### src/rtl/keypad_column_scanner_if.sv
// Keypad-side and consumer-side signals of the column scanner.
// The master modport is the scanner itself; slave is the pins/consumer side.
interface keypad_column_scanner_if;
    logic       en;
    logic [3:0] row;
    logic [3:0] col;
    logic       key_valid;
    logic [3:0] key_code;
    logic       key_ready;

    modport master (
        input  en,
        input  row,
        input  key_ready,
        output col,
        output key_valid,
        output key_code
    );

    modport slave (
        output en,
        output row,
        output key_ready,
        input  col,
        input  key_valid,
        input  key_code
    );
endinterface

### src/rtl/keypad_column_scanner.sv
// Column-strobing scanner for the 4x4 elevator call keypad.
// Debounces a press per column and offers {col_idx, row_idx} over valid/ready.
module keypad_column_scanner #(
    parameter int unsigned SETTLE_CYCLES = 4,
    parameter int unsigned HOLD_SCANS    = 2
) (
    input logic                     clk_i,
    input logic                     n_rst_i,
    keypad_column_scanner_if.master kp_if
);

    localparam int unsigned SettleW = $clog2(SETTLE_CYCLES + 1);
    localparam int unsigned HoldW   = $clog2(HOLD_SCANS + 1);

    localparam logic [SettleW-1:0] SettleLast = SettleW'(SETTLE_CYCLES - 1);
    localparam logic [HoldW-1:0]   HoldMax    = HoldW'(HOLD_SCANS);

    typedef enum logic [2:0] {
        StIdle,
        StDrive,
        StSample,
        StRelDrive,
        StRelSample
    } state_e;

    state_e             state_q;
    logic [3:0]         col_q;
    logic [1:0]         col_idx_q;
    logic [SettleW-1:0] settle_q;
    logic [HoldW-1:0]   hits_q;
    logic [1:0]         cand_q;
    logic               key_valid_q;
    logic [3:0]         key_code_q;

    logic               row_any;
    logic [1:0]         row_idx;
    logic [1:0]         col_idx_inc;
    logic [3:0]         col_cur_oh;
    logic [3:0]         col_inc_oh;
    logic [HoldW-1:0]   hits_inc;
    logic [HoldW-1:0]   press_hits;
    logic [HoldW-1:0]   rel_hits;

    assign row_any     = |kp_if.row;
    assign col_idx_inc = col_idx_q + 2'd1;
    assign col_cur_oh  = 4'b0001 << col_idx_q;
    assign col_inc_oh  = 4'b0001 << col_idx_inc;

    // Lowest set row wins when several rows return on one column.
    always_comb begin
        row_idx = 2'd0;
        for (int i = 3; i >= 0; i--) begin
            if (kp_if.row[i]) begin
                row_idx = 2'(i);
            end
        end
    end

    always_comb begin
        hits_inc   = (hits_q == HoldMax) ? HoldMax : hits_q + HoldW'(1);
        press_hits = (row_idx == cand_q) ? hits_inc : HoldW'(1);
        rel_hits   = row_any ? '0 : hits_inc;
    end

    always_ff @(posedge clk_i or negedge n_rst_i) begin
        if (!n_rst_i) begin
            state_q     <= StIdle;
            col_q       <= '0;
            col_idx_q   <= '0;
            settle_q    <= '0;
            hits_q      <= '0;
            cand_q      <= '0;
            key_valid_q <= 1'b0;
            key_code_q  <= '0;
        end else begin
            if (key_valid_q && kp_if.key_ready) begin
                key_valid_q <= 1'b0;
            end

            if (!kp_if.en) begin
                // Pending key survives; scan progress does not.
                state_q  <= StIdle;
                col_q    <= '0;
                settle_q <= '0;
                hits_q   <= '0;
                cand_q   <= '0;
            end else begin
                unique case (state_q)
                    StIdle: begin
                        state_q  <= StDrive;
                        col_q    <= col_cur_oh;
                        settle_q <= '0;
                    end

                    StDrive, StRelDrive: begin
                        if (settle_q == SettleLast) begin
                            settle_q <= '0;
                            state_q  <= (state_q == StDrive) ? StSample : StRelSample;
                        end else begin
                            settle_q <= settle_q + SettleW'(1);
                        end
                    end

                    StSample: begin
                        if (!row_any) begin
                            hits_q    <= '0;
                            col_idx_q <= col_idx_inc;
                            col_q     <= col_inc_oh;
                            state_q   <= StDrive;
                        end else begin
                            cand_q <= row_idx;
                            // A qualified press waits while an earlier code is still unaccepted.
                            if (press_hits == HoldMax && !key_valid_q) begin
                                key_code_q  <= {col_idx_q, row_idx};
                                key_valid_q <= 1'b1;
                                hits_q      <= '0;
                                state_q     <= StRelDrive;
                            end else begin
                                hits_q  <= press_hits;
                                state_q <= StDrive;
                            end
                        end
                    end

                    StRelSample: begin
                        if (rel_hits == HoldMax && !key_valid_q) begin
                            hits_q    <= '0;
                            col_idx_q <= col_idx_inc;
                            col_q     <= col_inc_oh;
                            state_q   <= StDrive;
                        end else begin
                            hits_q  <= rel_hits;
                            state_q <= StRelDrive;
                        end
                    end

                    default: begin
                        state_q <= StIdle;
                        col_q   <= '0;
                    end
                endcase
            end
        end
    end

    assign kp_if.col       = col_q;
    assign kp_if.key_valid = key_valid_q;
    assign kp_if.key_code  = key_code_q;

    col_onehot_a: assert property (@(posedge clk_i) disable iff (!n_rst_i) $onehot0(col_q));

    key_hold_a: assert property (@(posedge clk_i) disable iff (!n_rst_i)
        key_valid_q && !kp_if.key_ready |=> key_valid_q && $stable(key_code_q));

endmodule
### src/flat_wrapper.sv
// flat-port wrapper written by rule: the top's interface ports become plain ports
module keypad_column_scanner_flat 
#(
    parameter int unsigned SETTLE_CYCLES = 4,
    parameter int unsigned HOLD_SCANS    = 2
)
  (clk_i, n_rst_i, kp_if_en, kp_if_row, kp_if_key_ready, kp_if_col, kp_if_key_valid, kp_if_key_code);
  keypad_column_scanner_if kp_if_i ();
  input logic clk_i;
  input logic n_rst_i;
  input wire logic [$bits(kp_if_i.en)-1:0] kp_if_en;
  input wire logic [$bits(kp_if_i.row)-1:0] kp_if_row;
  input wire logic [$bits(kp_if_i.key_ready)-1:0] kp_if_key_ready;
  output wire logic [$bits(kp_if_i.col)-1:0] kp_if_col;
  output wire logic [$bits(kp_if_i.key_valid)-1:0] kp_if_key_valid;
  output wire logic [$bits(kp_if_i.key_code)-1:0] kp_if_key_code;
  assign kp_if_i.en = kp_if_en;
  assign kp_if_i.row = kp_if_row;
  assign kp_if_i.key_ready = kp_if_key_ready;
  assign kp_if_col = kp_if_i.col;
  assign kp_if_key_valid = kp_if_i.key_valid;
  assign kp_if_key_code = kp_if_i.key_code;
  keypad_column_scanner #(.SETTLE_CYCLES(SETTLE_CYCLES), .HOLD_SCANS(HOLD_SCANS)) u_core (.clk_i(clk_i), .n_rst_i(n_rst_i), .kp_if(kp_if_i));
endmodule
### config.mk
export PLATFORM = sky130hd
export DESIGN_NAME = keypad_column_scanner_flat
export DESIGN_NICKNAME = d
export VERILOG_FILES = /design/src/rtl/keypad_column_scanner_if.sv /design/src/rtl/keypad_column_scanner.sv /design/src/flat_wrapper.sv
export SDC_FILE = /design/constraint.sdc
export NUM_CORES = 1
export LEC_CHECK = 0
export CAP_MARGIN = 10
export CORE_MARGIN = 2
export CORE_UTILIZATION = 50
export DETAILED_ROUTE_END_ITERATION = 8
export PLACE_DENSITY = 0.75
export SYNTH_ARGS = -nofsm -noshare
export SYNTH_HDL_FRONTEND = slang
export SYNTH_SLANG_ARGS = --single-unit
### constraint.sdc
create_clock -name clk_i -period 2.84 [get_ports clk_i]
set_input_delay 0.568 -clock clk_i [delete_from_list [all_inputs] [get_ports clk_i]]
set_output_delay 0.568 -clock clk_i [all_outputs]
set_load 0.05 [all_outputs]
# ---- After elaboration in Yosys (flattened, before gate mapping)
# Index checks and enable logic that the tools add are counted.
dict set report op_classes {
  n_mux 37
  order_cmp 0
  bitwise 0
  n_reduce_logical 12
  n_div 0
  n_addsub 3
  shift 2
  multipliers 0
  eq_ne 19
}
# operator count
set op_table {}
lappend op_table {{2-bit 2-to-1 mux} 18}
lappend op_table {{3-bit 2-to-1 mux} 6}
lappend op_table {{4-bit case mux with 4 select lines} 1}
lappend op_table {{4-bit 2-to-1 mux} 3}
lappend op_table {{3-bit case mux with 4 select lines} 1}
lappend op_table {{3-bit by 2-bit equality test with 1-bit output (second input constant)} 3}
lappend op_table {{2-bit case mux with 2 select lines} 2}
lappend op_table {{4-bit AND reduction} 2}
lappend op_table {{1-bit by 2-bit left shift with 4-bit output (first input constant)} 2}
lappend op_table {{2-bit equality test (second input constant)} 3}
lappend op_table {{2-bit by 1-bit != test with 1-bit output (second input constant)} 3}
lappend op_table {{3-bit by 1-bit != test with 1-bit output (second input constant)} 2}
lappend op_table {{3-bit by 2-bit != test with 1-bit output (second input constant)} 2}
lappend op_table {{3-bit case mux with 2 select lines} 1}
lappend op_table {{1-bit 2-to-1 mux} 5}
lappend op_table {{2-bit by 1-bit adder with 2-bit output (second input constant)} 2}
lappend op_table {{2-bit != test (second input constant)} 2}
lappend op_table {{4-bit OR reduction} 1}
lappend op_table {{3-bit by 1-bit adder with 3-bit output (second input constant)} 1}
lappend op_table {{3-bit by 1-bit equality test with 1-bit output (second input constant)} 1}
lappend op_table {{3-bit equality test (second input constant)} 1}
lappend op_table {{1-bit logical AND} 3}
lappend op_table {{3-bit logical NOT} 1}
lappend op_table {{3-bit != test (second input constant)} 1}
lappend op_table {{other kinds (6)} 6}
dict set report totals {
  register_bits 21
  latchBits 0
  rom_bits 0
  out_inout_bits 9
  word_cells 81
  ram_bits 0
  n_memories 0
}

# ---- Longest topological paths before layout
# Gate-level depths: netlist of the first run.
dict set report logic_depth {
  word_depth 12
  depth_mapped 7
  ltp_nobuf 7
}

# ---- Worst setup path before layout of the first run
# Ideal clock, no wire load.
dict set report synth_path {
  path_type {input -> register}
  start {input port kp_if_row[1]}
  end {register u_core.key_code_q[3] (netlist: u_core.kp_if.key_code[3])}
  arrival_time_ns 1.863
  required_ns 2.715
  path_stages 5
  path_buffers 0
  slack_ns 0.852
  cell_sequence {or4_1 > a31oi_1 > a31oi_1 > nand4b_4 > mux2_4}
}
dict set report synth_via {
  elab_chain_len 7
  word_cells_on_any_way 8
  cone_classes {eq/ne: 2; mux: 3; reduce/logical: 3}
}
# element line
set synth_lines {}
lappend synth_lines {{start, declared} flat_wrapper.sv:12} ;# input wire logic [$bits(kp_if_i.row)-1:0] kp_if_row;
lappend synth_lines {{2-bit 2-to-1 mux (2 in series)} keypad_column_scanner.sv:53} ;# if (kp_if.row[i]) begin
lappend synth_lines {{2-bit equality test} keypad_column_scanner.sv:61} ;# press_hits = (row_idx == cand_q) ? hits_inc : HoldW'(1);
lappend synth_lines {{2-bit 2-to-1 mux} keypad_column_scanner.sv:61}
lappend synth_lines {{2-bit equality test} keypad_column_scanner.sv:113} ;# if (press_hits == HoldMax && !key_valid_q) begin
lappend synth_lines {{1-bit logical AND} keypad_column_scanner.sv:113}
lappend synth_lines {{4-bit AND reduction (no source line) (*)} -}
lappend synth_lines {{end signal, assigned} keypad_column_scanner.sv:114} ;# key_code_q <= {col_idx_q, row_idx};
lappend synth_lines {{end, declared} keypad_column_scanner.sv:33} ;# logic [3:0] key_code_q;
# Every way passes the cells marked *; elsewhere a longest branch is shown, timed or not.
# A chain may end at the register's enable or synchronous reset.

# ---- Worst setup path in the final report of the first run
dict set report layout_path {
  start {input port kp_if_row[1]}
  end {register u_core.key_code_q[1] (netlist: u_core.kp_if.key_code[1])}
}
dict set report layout_via {
  elab_chain_len 7
  word_cells_on_any_way 8
  cone_classes {eq/ne: 2; mux: 3; reduce/logical: 3}
}
# element line
set layout_lines {}
lappend layout_lines {{2-bit 2-to-1 mux (2 in series)} keypad_column_scanner.sv:53}
lappend layout_lines {{2-bit equality test} keypad_column_scanner.sv:61}
lappend layout_lines {{2-bit 2-to-1 mux} keypad_column_scanner.sv:61}
lappend layout_lines {{2-bit equality test} keypad_column_scanner.sv:113}
lappend layout_lines {{1-bit logical AND} keypad_column_scanner.sv:113}
lappend layout_lines {{4-bit AND reduction (no source line)} -}
# Several ways; a longest one is shown, not always the timed one.

==> results.tsv, run 1 <==
metric	value	unit
cts-hold-fix-buffers	0	
drt_drc_violations_left	0	
maxCapViolCount	0	
critical_path.reg2reg.endpoint	u_core.col_idx_q[1]	
num_antenna_cells	0	
placed_cells_incl_taps	174	
floorplan.die.height	53.6	um
detail_route.wirelength	2560	um
finalClockSkew	0.00270	ns
cts_max_path_buffers	2	
peak_supply_drop	0.335	mV
numCtsBuffers	3	
clk_latency	0.32	ns
synth-main-ff-cell	sky130_fd_sc_hd__dfrtp_1	
overflow	0	
cellPowerDensity	468	mW/mm^2
switching_power	234	uW
netlist_area	0.00123	mm^2
register_area	526	um^2
buffer_ports.inserted	16	
tritoncts	yes	
power.combinational.fraction	0.258	
number_of_global_route_vias_before_repair	1036	
fin_tns_setup	0	ns
instances_no_fill	178	
ant_nets	0	
synthToLayoutAreaGrowth	18.0	%
ys.warnings.count	0	
yosys.cell_types.count	40	
core	0.00228	mm^2
cellInternalPower	445	uW
synth.cells.most_frequent	sky130_fd_sc_hd__dfrtp_1 (21), sky130_fd_sc_hd__nor2_1 (17), sky130_fd_sc_hd__inv_1 (10), sky130_fd_sc_hd__a21oi_1 (9)	
count_of_filler_cells_inserted_in_the_layout	195	
worstPathRequired	3.06	ns
die_area	0.00287	mm^2
tritoncts_num_sinks	21	
syn_area_per_cell	9.32	um^2
multi_input_comb_area	643	um^2
synth_top_cell_by_area	sky130_fd_sc_hd__dfrtp_1	
synth_sequential_area_ratio	0.427	
die_w	53.6	um
most_used_standard_cell_by_instance_count_after_synthesis	sky130_fd_sc_hd__dfrtp_1	
depth_of_the_most_critical_reg_to_reg_path	7	
max-slew-margin-rel	0.668	
setup_slack	0.554	ns
hold_viol_final	0	
crit_type	in2reg	
synth_cells	132	
ctsResizeCount	0	
cts_root_buf	sky130_fd_sc_hd__clkbuf_4	
worstMarginPinSlew	0.496	ns
final_area	0.00145	mm^2
post_cts_buffers	0	
num_vias	1043	
worst-path-max-fanout	7	
power.share.clock	0.224	
detail_route.wl_per_cell	14.4	um
finalWeightedCongestion	0.830	
drive_above_1_share	0.100	
htree_num_levels	1	
holdPathStages	1	
synth_enable_flop_cells	0	
report.final.slew_viol_count	0	
dp_hpwl	1910	um
finalNetCount	161	
post-place-ws	0.208	ns
fmax	437	MHz
clkSlewWorstSetupHoldPaths	0.12	ns
worstReg2RegStart	u_core.hits_q[0]	
switching_share	0.344	
setup.reg_to_reg.worst_slack	0.89	ns
io_pins	17	
detail_route.vias_per_cell	5.86	
postSynthRegisterBits	21	
dr.first_iter.drc_count	34	
finalSetupViolCount	0	
outcome	completed	
std_cell_rows	17	
first_pass_grt_wire_length	4610	um
synthDominantCellAreaShare	0.427	
p_leak	0.000640	uW
sequentialPowerShare	0.518	
mappedNetlistNets	142	
antenna_found_initial	0	
worst_hold_path.endpoint	u_core.kp_if.col[2]	
netlist_top_cells_area	sky130_fd_sc_hd__dfrtp_1 (43%), sky130_fd_sc_hd__nor2_1 (5.2%), sky130_fd_sc_hd__mux2_4 (4.9%)	
drt_first_pass_iters	4	
critical_path_arrival	2.50	ns
min_path_type	reg2reg	
worstHoldStart	u_core.kp_if.col[2]	
rsz0062_at_grt	false	
crit_path_end_kind	flip-flop	
async_flop_share	1.00	
finalCriticalPeriod	2.29	ns
detailed_place.area	0.00142	mm^2
floorplan.initialDensity	0.540	
grt_max_degree	22	
worstSetupStartpointType	input port	
groute.usage.overall	0.218	
finalCritPeriodShare	0.805	
-- stage by stage --
step	power, uW	utilization	hold WS (ns)
floorplan	477	-	0.272
global placement	526	0.626	0.482
detailed placement	533	0.626	0.485
CTS	684	0.638	0.513
global route	718	0.638	0.525
finish	679	0.638	0.513
-- metal layers --
layer	share of wire	wire length [um]	vias to the layer above	global-route usage
li1	-	-	514	-
met1	0.46	1180	494	0.290
met2	0.47	1200	30	0.368
met3	0.054	139	5	0.0250
met4	0.016	42	0	0.0769
met5	0	0	-	0
-- placed cells by master, fill, tap and decap left out, types with 2 or more instances in the layout --
cell type	count
sky130_fd_sc_hd__nor3_1	5
sky130_fd_sc_hd__o31ai_1	3
sky130_fd_sc_hd__nand3b_1	4
sky130_fd_sc_hd__nor2_1	17
sky130_fd_sc_hd__ha_1	2
sky130_fd_sc_hd__mux2_4	4
sky130_fd_sc_hd__xnor2_1	2
sky130_fd_sc_hd__inv_1	10
sky130_fd_sc_hd__nand2b_1	3
sky130_fd_sc_hd__nand2_1	7
sky130_fd_sc_hd__o2bb2ai_1	3
sky130_fd_sc_hd__clkbuf_4	3
sky130_fd_sc_hd__o21ai_0	7
sky130_fd_sc_hd__a31oi_1	3
sky130_fd_sc_hd__a21oi_1	9
sky130_fd_sc_hd__buf_4	3
sky130_fd_sc_hd__and2_1	2
sky130_fd_sc_hd__nand3_1	4
sky130_fd_sc_hd__o32ai_1	2
sky130_fd_sc_hd__clkdlybuf4s50_1	16
sky130_fd_sc_hd__dfrtp_1	21
-- critical path, cell delays in order --
cell and delay, ns:
sky130_fd_sc_hd__clkdlybuf4s50_1 0.51, sky130_fd_sc_hd__or4_1 0.55, sky130_fd_sc_hd__a31oi_1 0.19, sky130_fd_sc_hd__a31oi_1 0.09
sky130_fd_sc_hd__nand4b_4 0.25, sky130_fd_sc_hd__mux2_4 0.34
-- worst max-delay path by stage --
stage | from | to | slack [ns]
4_1_cts | kp_if_row[1] | u_core.kp_if.key_code[1] | 0.55
2_1_floorplan | kp_if_row[1] | u_core.kp_if.key_code[3] | 0.85
6_report | kp_if_row[1] | u_core.kp_if.key_code[1] | 0.55
3_3_place_gp | kp_if_row[1] | u_core.kp_if.key_code[3] | 0.28
3_5_place_dp | kp_if_row[1] | u_core.kp_if.key_code[1] | 0.21
5_1_grt | kp_if_row[1] | u_core.kp_if.key_code[1] | 0.42
-- cell type report --
| type | count | share of cell area |
|---|---|---|
| clock inverter | 1 | 0.00345 |
| multi-input combinational | 96 | 0.443 |
| tap | 28 | 0.0241 |
| clock buffer | 3 | 0.0155 |
| timing repair buffer | 19 | 0.126 |
| sequential | 21 | 0.362 |
| inverter | 10 | 0.0259 |
-- cells by family after synthesis --
group | Yosys count | share of synthesized area
AND/OR/NAND/NOR | 49 | 0.223
AO/OA/AOI/OAI | 38 | 0.210
flip-flops | 21 | 0.427
buffers and inverters | 15 | 0.0498
multiplexers | 4 | 0.0488
XOR/XNOR | 3 | 0.0214
adder cells (fa/ha/maj) | 2 | 0.0203
-- power by group through the flow --
stage	Sequential [uW]	Clock [uW]	Combinational, uW
6_report	352	152	175
5_1_grt	357	167	195
4_1_cts	351	156	177
3_5_place_dp	357	0	176
3_3_place_gp	356	0	170
2_1_floorplan	359	0	117
-- flip-flops by register name, summed over array words and instances, names as in the netlist --
name	count
u_core.kp_if.col	4
u_core.kp_if.key_code	4
u_core.settle_q	3
u_core.state_q	3
u_core.cand_q	2
u_core.col_idx_q	2
u_core.hits_q	2
u_core.kp_if.key_valid	1
Note: power is estimated with default switching activity, not from simulation.
==> inputs of run 2 (changes only) <==
- clock period: 2.84 -> 2.2 ns (I/O delays scaled with it)
==> run 2 against run 1 <==
Total power increased by 32%. Clock-buffer cell count is the same. Sequential power rose by 29%. First-iteration DRC count decreased by 41%. Cell area up 5.2%. Sequential share of layout area down 1.8 points. Via count increased by 1.4%. Worst setup slack worse by 0.39 ns. Clock skew grew 0.0070 ns. Utilization up 3.3 points. Non-clock buffer count increased by 10. Routed wire length barely moved. Critical path type is now reg2out. Highest routed layer unchanged.
==> results.tsv, run 2 (synthesis gave the netlist of run 1 again) <==
metric	value	unit
outcome	completed	
clk_latency	0.32	ns
timing.critical_path.slowest_cell_delay	0.83	ns
hold_viol_final	0	
ant_nets	0	
detail_route.wirelength	2560	um
ctsResizeCount	0	
max-slew-margin-rel	0.652	
finalCritPeriodShare	0.927	
antenna_found_initial	0	
m1WireLength	1260	um
io_pins	17	
first_pass_grt_wire_length	4370	um
finalClockSkew	0.00972	ns
setup_slack	0.161	ns
post-place-ws	-0.138	ns
dp_hpwl	1900	um
overflow	0	
power.share.clock	0.220	
worstSetupStartpointType	flip-flop	
num_vias	1058	
cellInternalPower	588	uW
cellPowerDensity	586	mW/mm^2
min_path_type	in2async	
final_area	0.00153	mm^2
finalNetCount	171	
worstMarginPinSlew	0.522	ns
cts_max_path_buffers	2	
fmax	491	MHz
switching_share	0.343	
clkSlewWorstSetupHoldPaths	0.13	ns
die_w	53.6	um
critical_path.cell_chain	clkdlybuf4s50_1	
crit_type	reg2out	
worstPathRequired	1.76	ns
maxCapViolCount	0	
number_of_global_route_vias_before_repair	1015	
std_cell_rows	17	
tritoncts_num_sinks	21	
critical_path.top_delay_family	buffers and inverters	
die_area	0.00287	mm^2
peak_supply_drop	0.355	mV
detail_route.wl_per_cell	13.6	um
detailed_place.area	0.00150	mm^2
power.combinational.fraction	0.272	
report.final.slew_viol_count	0	
detail_route.vias_per_cell	5.63	
critPathBufInv	1	
cts-hold-fix-buffers	0	
post_cts_buffers	0	
route.top_layer_used	met4	
synthToLayoutAreaGrowth	24.1	%
count_of_filler_cells_inserted_in_the_layout	185	
layout.cells.most_common_list	sky130_fd_sc_hd__dfrtp_1 (21), sky130_fd_sc_hd__nor2_1 (17), sky130_fd_sc_hd__clkdlybuf4s50_1 (16)	
most_common_cell_after_layout_fill_and_taps_aside	sky130_fd_sc_hd__dfrtp_1	
fin_tns_setup	0	ns
floorplan.die.height	53.6	um
rsz0062_at_grt	false	
htree_num_levels	1	
floorplan.initialDensity	0.540	
cts_root_buf	sky130_fd_sc_hd__clkbuf_4	
num_antenna_cells	0	
crit_path_end_kind	output pin	
wl_met2	1150	um
finalCriticalPeriod	2.04	ns
p_leak	0.000689	uW
tritoncts	yes	
drive_above_1_share	0.156	
grt_max_degree	22	
wl_met3	112	um
numCtsBuffers	3	
groute.usage.overall	0.207	
switching_power	307	uW
core	0.00228	mm^2
critical_path_arrival	1.60	ns
sequentialPowerShare	0.508	
drt_drc_violations_left	0	
drt_first_pass_iters	4	
critical_path_s_slowest_cell	sky130_fd_sc_hd__clkdlybuf4s50_1	
dr.first_iter.drc_count	20	
buffer_ports.inserted	16	
finalWeightedCongestion	0.826	
finalSetupViolCount	0	
worst-path-max-fanout	4	
-- run 2: metal layers --
layer | vias to the layer above | global-route usage
met3 | 4 | 0.0333
met2 | 20 | 0.337
met4 | 0 | 0.0812
li1 | 531 | -
met1 | 503 | 0.274
met5 | - | 0
-- run 2: power groups by stage --
stage	clock network [uW]	registers [uW]	logic [uW]
global route	219	461	271
global placement	0	459	236
finish	197	455	243
floorplan	0	464	151
CTS	199	454	244
detailed placement	0	462	242
-- run 2: worst paths after layout --
| path | startpoint | endpoint | slack (ns) | depth (start not counted) |
|---|---|---|---|---|
| worst max-delay path | u_core.kp_if.key_valid | kp_if_key_valid | 0.16 | 1 |
| worst min-delay path | n_rst_i | u_core.cand_q[1] | 0.45 | 2 |
| worst max register to register | u_core.hits_q[0] | u_core.col_idx_q[0] | 0.27 | 7 |
| worst min register to register | u_core.kp_if.col[0] | u_core.kp_if.col[0] | 0.51 | 1 |
| max in group asynchronous | n_rst_i | u_core.state_q[0] | 1.53 | 2 |
| min in group clk_i | u_core.kp_if.col[0] | u_core.kp_if.col[0] | 0.51 | 1 |
-- run 2: area by class of cell --
class	count	area [um^2]	share of cell area
Clock buffer	3	22.5	0.0148
Clock inverter	1	5.00	0.00328
Inverter	10	37.5	0.0246
Multi-Input combinational cell	96	643	0.421
Sequential cell	21	526	0.344
Tap cell	28	35.0	0.0230
Timing Repair Buffer	29	258	0.169
-- run 2: per-stage QoR --
step / instances / power (uW) / hold WS [ns] / util
4_1_cts: 188 / 898 / 0.467 / 0.671
3_5_place_dp: 184 / 705 / 0.482 / 0.659
3_3_place_gp: 184 / 695 / 0.480 / 0.659
5_1_grt: 188 / 950 / 0.480 / 0.671
6_report: 188 / 895 / 0.445 / 0.671
2_1_floorplan: 132 / 615 / 0.144 / -
